## config.mk

```make
export PLATFORM = sky130hd
export DESIGN_NAME = dmem_ctrl
export DESIGN_NICKNAME = d
export VERILOG_FILES = /design/src/rtl/dmem_ctrl.sv
export SDC_FILE = /design/constraint.sdc
export NUM_CORES = 2
export LEC_CHECK = 0
export CAP_MARGIN = 20
export CORE_AREA = 2 2 468 586
export CTS_BUF_LIST = sky130_fd_sc_hd__clkbuf_4 sky130_fd_sc_hd__clkbuf_8
export DETAILED_ROUTE_END_ITERATION = 12
export DIE_AREA = 0 0 470 588
export HOLD_SLACK_MARGIN = 0.12
export PLACE_DENSITY = 0.73
export SYNTH_ARGS = -nofsm -noshare
export SYNTH_HDL_FRONTEND = slang
export SYNTH_SLANG_ARGS = --single-unit
```

## constraint.sdc

```tcl
create_clock -name clk -period 9 [get_ports clk]
set_input_delay 0.9 -clock clk [delete_from_list [all_inputs] [get_ports clk]]
set_output_delay 0.9 -clock clk [all_outputs]
set_load 0.05 [all_outputs]
```

## src/rtl/dmem_ctrl.sv

```systemverilog
// Data-memory controller for the MEM stage: RV32I load/store widths on a
// word-organised single-port RAM, with sub-word stores done as read-modify-write.

module dmem_lane #(
    parameter int LANE = 0
) (
    input  logic [1:0]  i_lane,
    input  logic        i_half,
    input  logic [7:0]  i_old,
    input  logic [15:0] i_new,
    output logic [7:0]  o_byte
);
    localparam logic [1:0] LID = 2'(LANE);

    logic       w_hit;
    logic [7:0] w_src;

    // A half store covers the lane pair selected by lane[1]; its upper byte lands in the odd lane.
    assign w_hit  = i_half ? (i_lane[1] == LID[1]) : (i_lane == LID);
    assign w_src  = (i_half && LID[0]) ? i_new[15:8] : i_new[7:0];
    assign o_byte = w_hit ? w_src : i_old;
endmodule

module dmem_ctrl #(
    parameter int DM_ADDRESS = 9,
    parameter int DATA_W     = 32
) (
    input  logic                  clk,
    input  logic                  reset,
    input  logic                  MemRead,
    input  logic                  MemWrite,
    input  logic [DM_ADDRESS-1:0] addr,
    input  logic [DATA_W-1:0]     wr_data,
    input  logic [2:0]            func3,
    output logic [DATA_W-1:0]     rd_data,
    output logic                  rd_valid,
    output logic                  busy,
    output logic                  err
);
    localparam int WORDS     = 1 << (DM_ADDRESS - 2);
    localparam int NUM_LANES = DATA_W / 8;

    typedef enum logic {
        S_IDLE,
        S_RMW
    } state_t;

    state_t r_state;

    logic [DATA_W-1:0]     r_mem [WORDS];
    logic [DM_ADDRESS-3:0] r_idx;
    logic [1:0]            r_lane;
    logic                  r_half;
    logic [15:0]           r_wdata;
    logic [DATA_W-1:0]     r_word;

    logic [DM_ADDRESS-3:0]       w_idx;
    logic [1:0]                  w_lane;
    logic                        w_req;
    logic                        w_fault;
    logic                        w_sw;
    logic                        w_we;
    logic [DM_ADDRESS-3:0]       w_waddr;
    logic [DATA_W-1:0]           w_wdata;
    logic [DATA_W-1:0]           w_rword;
    logic [NUM_LANES-1:0][7:0]   w_rbytes;
    logic [7:0]                  w_byte;
    logic [15:0]                 w_half;
    logic [DATA_W-1:0]           w_ld_ext;
    logic [NUM_LANES-1:0][7:0]   w_old;
    logic [NUM_LANES-1:0][7:0]   w_mrg;

    assign w_idx  = addr[DM_ADDRESS-1:2];
    assign w_lane = addr[1:0];
    assign w_req  = MemRead | MemWrite;
    assign busy   = (r_state == S_RMW);

    always_comb begin
        w_fault = 1'b0;
        case (func3)
            3'b000:         w_fault = 1'b0;
            3'b001:         w_fault = addr[0];
            3'b010:         w_fault = |addr[1:0];
            3'b100, 3'b101: w_fault = MemWrite | (func3[0] & addr[0]);
            default:        w_fault = 1'b1;
        endcase
    end

    // Read side: word and lane extraction feeding the registered load result.
    assign w_rword  = r_mem[w_idx];
    assign w_rbytes = w_rword;
    assign w_byte   = w_rbytes[w_lane];
    assign w_half   = w_lane[1] ? w_rword[31:16] : w_rword[15:0];

    always_comb begin
        w_ld_ext = '0;
        case (func3)
            3'b000:  w_ld_ext = {{(DATA_W-8){w_byte[7]}}, w_byte};
            3'b001:  w_ld_ext = {{(DATA_W-16){w_half[15]}}, w_half};
            3'b010:  w_ld_ext = w_rword;
            3'b100:  w_ld_ext = {{(DATA_W-8){1'b0}}, w_byte};
            3'b101:  w_ld_ext = {{(DATA_W-16){1'b0}}, w_half};
            default: w_ld_ext = '0;
        endcase
    end

    assign w_old = r_word;

    genvar g;
    generate
        for (g = 0; g < NUM_LANES; g++) begin : g_lane
            dmem_lane #(.LANE(g)) u_lane (
                .i_lane (r_lane),
                .i_half (r_half),
                .i_old  (w_old[g]),
                .i_new  (r_wdata),
                .o_byte (w_mrg[g])
            );
        end
    endgenerate

    // Write side: SW in its accept cycle, merged word in the RMW cycle; reset cancels either.
    assign w_sw    = (r_state == S_IDLE) && MemWrite && !w_fault && (func3 == 3'b010);
    assign w_we    = !reset && (w_sw || (r_state == S_RMW));
    assign w_waddr = (r_state == S_RMW) ? r_idx : w_idx;
    assign w_wdata = (r_state == S_RMW) ? w_mrg : wr_data;

    always_ff @(posedge clk) begin
        if (w_we)
            r_mem[w_waddr] <= w_wdata;
    end

    always_ff @(posedge clk) begin
        if (reset) begin
            r_state  <= S_IDLE;
            rd_data  <= '0;
            rd_valid <= 1'b0;
            err      <= 1'b0;
        end else begin
            rd_valid <= 1'b0;
            err      <= 1'b0;
            case (r_state)
                S_IDLE: begin
                    if (w_req) begin
                        err <= w_fault;
                        if (!MemWrite) begin
                            rd_valid <= 1'b1;
                            rd_data  <= w_fault ? '0 : w_ld_ext;
                        end else if (!w_fault && !func3[1]) begin
                            r_state <= S_RMW;
                            r_idx   <= w_idx;
                            r_lane  <= w_lane;
                            r_half  <= func3[0];
                            r_wdata <= wr_data[15:0];
                            r_word  <= w_rword;
                        end
                    end
                end
                S_RMW:   r_state <= S_IDLE;
                default: r_state <= S_IDLE;
            endcase
        end
    end
endmodule

```

==> results.ini <==
[grt]
grt_pass1_wl_um = 676400
grt_pass1_vias = 81390
grt.total_usage = 0.3639
antenna_found_initial = 51
grt_start_max_net_pins = 129
gr-total-overflow = 0

[placement]
io_buffers = 82
detailedPlace.worstSlack_ns = 2.955
place_hpwl_um = 314600
gp_congestion = 1.061
place_inst = 10800

[floorplan]
die-area_um2 = 276400
initial_utilization = 0.5973
die_y_um = 588
ios = 83
core-area_um2 = 271000
fp.dieW_um = 470
rows = 214

[yosys]
ys_seq_area_frac = 0.7750
synth_edf_count = 4154
yosysMostFrequentCell = edfxtp_1
async_reset_ff_frac = 0
synth_common_cells = edfxtp_1 (4154), mux4_2 (981), nand2_1 (322), mux2i_1 (261), nor2_1 (252)
synth.net_count = 7428
synth_top_area_share = 0.7707
synthCells = 7380
synth_compound_area_frac = 0.02874
synth_top_cell_by_area = edfxtp_1
synth_xor_area_frac = 0
ys_ff_latch = 4189
muxShareOfSynthArea = 0.1595
synthAdderAreaFrac = 0
avgSynthCellArea_um2 = 21.93
synth_simple_gate_area_share = 0.02106
yosysWarnings = 0
ys_types = 79
netlist_area_um2 = 161900
synthFlopType = edfxtp_1
synth_top_family_by_area = multiplexers
synth_area_leaders = edfxtp_1 (77%), mux4_2 (14%), mux2i_1 (1.6%)

[hold_path]
worstHoldEndpoint = r_idx[6]
hp-class = in -> reg
min_path_cells = 1
hold_start = addr[8]

[clocking]
clockBufferDepth = 4
hold_buffers = 0
post_cts_resized = 0
cts_sinks = 4189
postCtsSetupBuffers = 0
cts_tree = built
ctsRootBufferMaster = clkbuf_8
cts.htree.levels = 6
numCtsBuffers = 614
insertion_delay_ns = 1.16
path_clk_slew_ns = 0.06

[worst_setup_path]
r2r_cells = 6
crit_family = simple AND/OR/NAND/NOR gates
criticalPathCategory = in -> reg
start_kind = primary input
cp_common_cell = nand2_1
worstPathRequired_ns = 9.68
critPathMaxFanout = 32
slowest_stage = nor2_4
critical_path_buf_inv_count = 1
end_kind = register
r2r_start = r_half
arrival_ns = 5.80
slowest_delay_ns = 1.13
r2r_setup_slack_ns = 4.43
cp_cell_sequence = clkdlybuf4s50_1, o41ai_1, nand2_1, nor3_1, nand2_1, a21oi_1, nand2_4, nor2_4
reg2reg_to = r_mem[107][20]

[timing]
hold_viol = 0
relSlewSlack = 0.1407
fin_worst_skew_ns = 0.1094
tightest_slew_ns = 1.284
max_freq_ghz = 0.1953
rsz0062_at_grt = false
drv_slew = 0
setup-tns-final_ns = 0
setup_viol = 0
fin_crit_ns = 5.120
setup_slack_ns = 3.880
finalCritPeriodShare = 0.5689

[cells_and_area]
nFillCells = 16910
postLayoutCoreUtil = 0.6664
layout.nets = 7942
final-instance-count-excl-fill = 11950
areaGrowthSynthToFinish_pct = 11.56
layout-drive-gt1-share = 0.2867

[pwr]
p_leak_nw = 56.50
p_per_area_nw_per_um2 = 216.6
peakVddDrop_uv = 166.8

[job]
maxCapViolations = 0

[drt]
drc = 0
routed_via_density = 7.133
wl_per_cell_um = 42.21
via_count = 85240
drt_iter0_drc = 15290
ant_nets = 0
dr.pass1.iters = 8
routed_wl_um = 504500

[status]
outcome = complete, no violations

==> state kept, by name, summed over array words and instances, names as in the netlist <==
register	cells
rd_valid	1
busy	1
rd_data	32
r_lane	2
r_half	1
r_wdata	16
r_mem	4096
r_word	32
r_idx	7
err	1
==> metal layers <==
layer  share of wire  wire length [um]  up-vias  global-route usage
met5         0.00029               148        -                   0
met4           0.082             41180       24              0.2475
met3            0.13             66180     1270              0.1054
met2            0.45            227600     6944              0.5312
met1            0.34            169400    44630              0.4811
li1                -                 -    32380                   -
==> how the worst max path moves through the flow <==
| stage | start | endpoint | slack (ns) | cells after the start |
|---|---|---|---|---|
| after CTS | addr[1] | r_mem[126][27] | 4.09 | 8 |
| after floorplan | func3[0] | r_half | 1.14 | 4 |
| after detailed placement | addr[1] | r_mem[70][1] | 2.96 | 8 |
| final | addr[1] | r_mem[86][24] | 3.88 | 8 |
| after global routing | addr[1] | r_mem[86][24] | 3.68 | 8 |
| after global placement | addr[1] | r_mem[22][2] | 2.80 | 8 |
==> through the flow <==
step / instance area (um^2) / total power, mW / hold slack, ns
2_1_floorplan: 161900 / 23.24 / 0.6869
3_3_place_gp: 167600 / 24.36 / 0.5870
3_5_place_dp: 167800 / 24.40 / 0.5905
4_1_cts: 179600 / 39.10 / 0.2192
5_1_grt: 180500 / 39.93 / 0.2514
6_report: 180600 / 39.11 / 0.2876
==> report_power, final <==
part	total (mW)	switching, mW	leakage (nW)	internal, mW
combinational	2.52	1.84	12.7	0.686
clock	15.0	7.30	6.22	7.73
sequential	21.6	0.0191	37.6	21.5
total	39.1	9.16	56.5	30.0
==> cells by family after synthesis <==
family | after synthesis
buffers and inverters | 425
and+or+nand+nor | 786
muxes | 1317
AOI/OAI and AO/OA | 663
DFF | 4189
==> cell type report <==
class | instances | area (um^2) | share of cell area
inverter | 23 | 100.1 | 0.0005544
tap | 3564 | 4459 | 0.02470
timing repair buffer | 300 | 3386 | 0.01875
clock buffer | 807 | 9981 | 0.05528
sequential | 4189 | 125400 | 0.6947
clock inverter | 276 | 1802 | 0.009979
multi-input combinational | 2766 | 35320 | 0.1956
antenna | 26 | 65.06 | 0.0003603
==> cell usage in the layout, fill, tap and decap left out, types with 34 or more instances in the layout <==
master / netlist / layout
edfxtp_1: 4154 / 4154
mux4_2: 981 / 981
clkbuf_8: 0 / 627
nand2_1: 322 / 314
mux2i_1: 261 / 261
clkbuf_4: 0 / 183
clkinv_1: 1 / 158
buf_4: 76 / 149
nor2_4: 0 / 131
a22oi_1: 130 / 130
nor2_1: 252 / 112
a21oi_1: 111 / 95
o21ai_0: 92 / 89
nand3_1: 82 / 82
clkdlybuf4s50_1: 0 / 75
clkinv_2: 0 / 61
buf_12: 3 / 58
a32oi_1: 50 / 50
mux2_2: 57 / 41
a221oi_1: 38 / 38
a211oi_1: 35 / 35
dfxtp_1: 35 / 34
No activity file was read; power rests on OpenSTA's default activity.
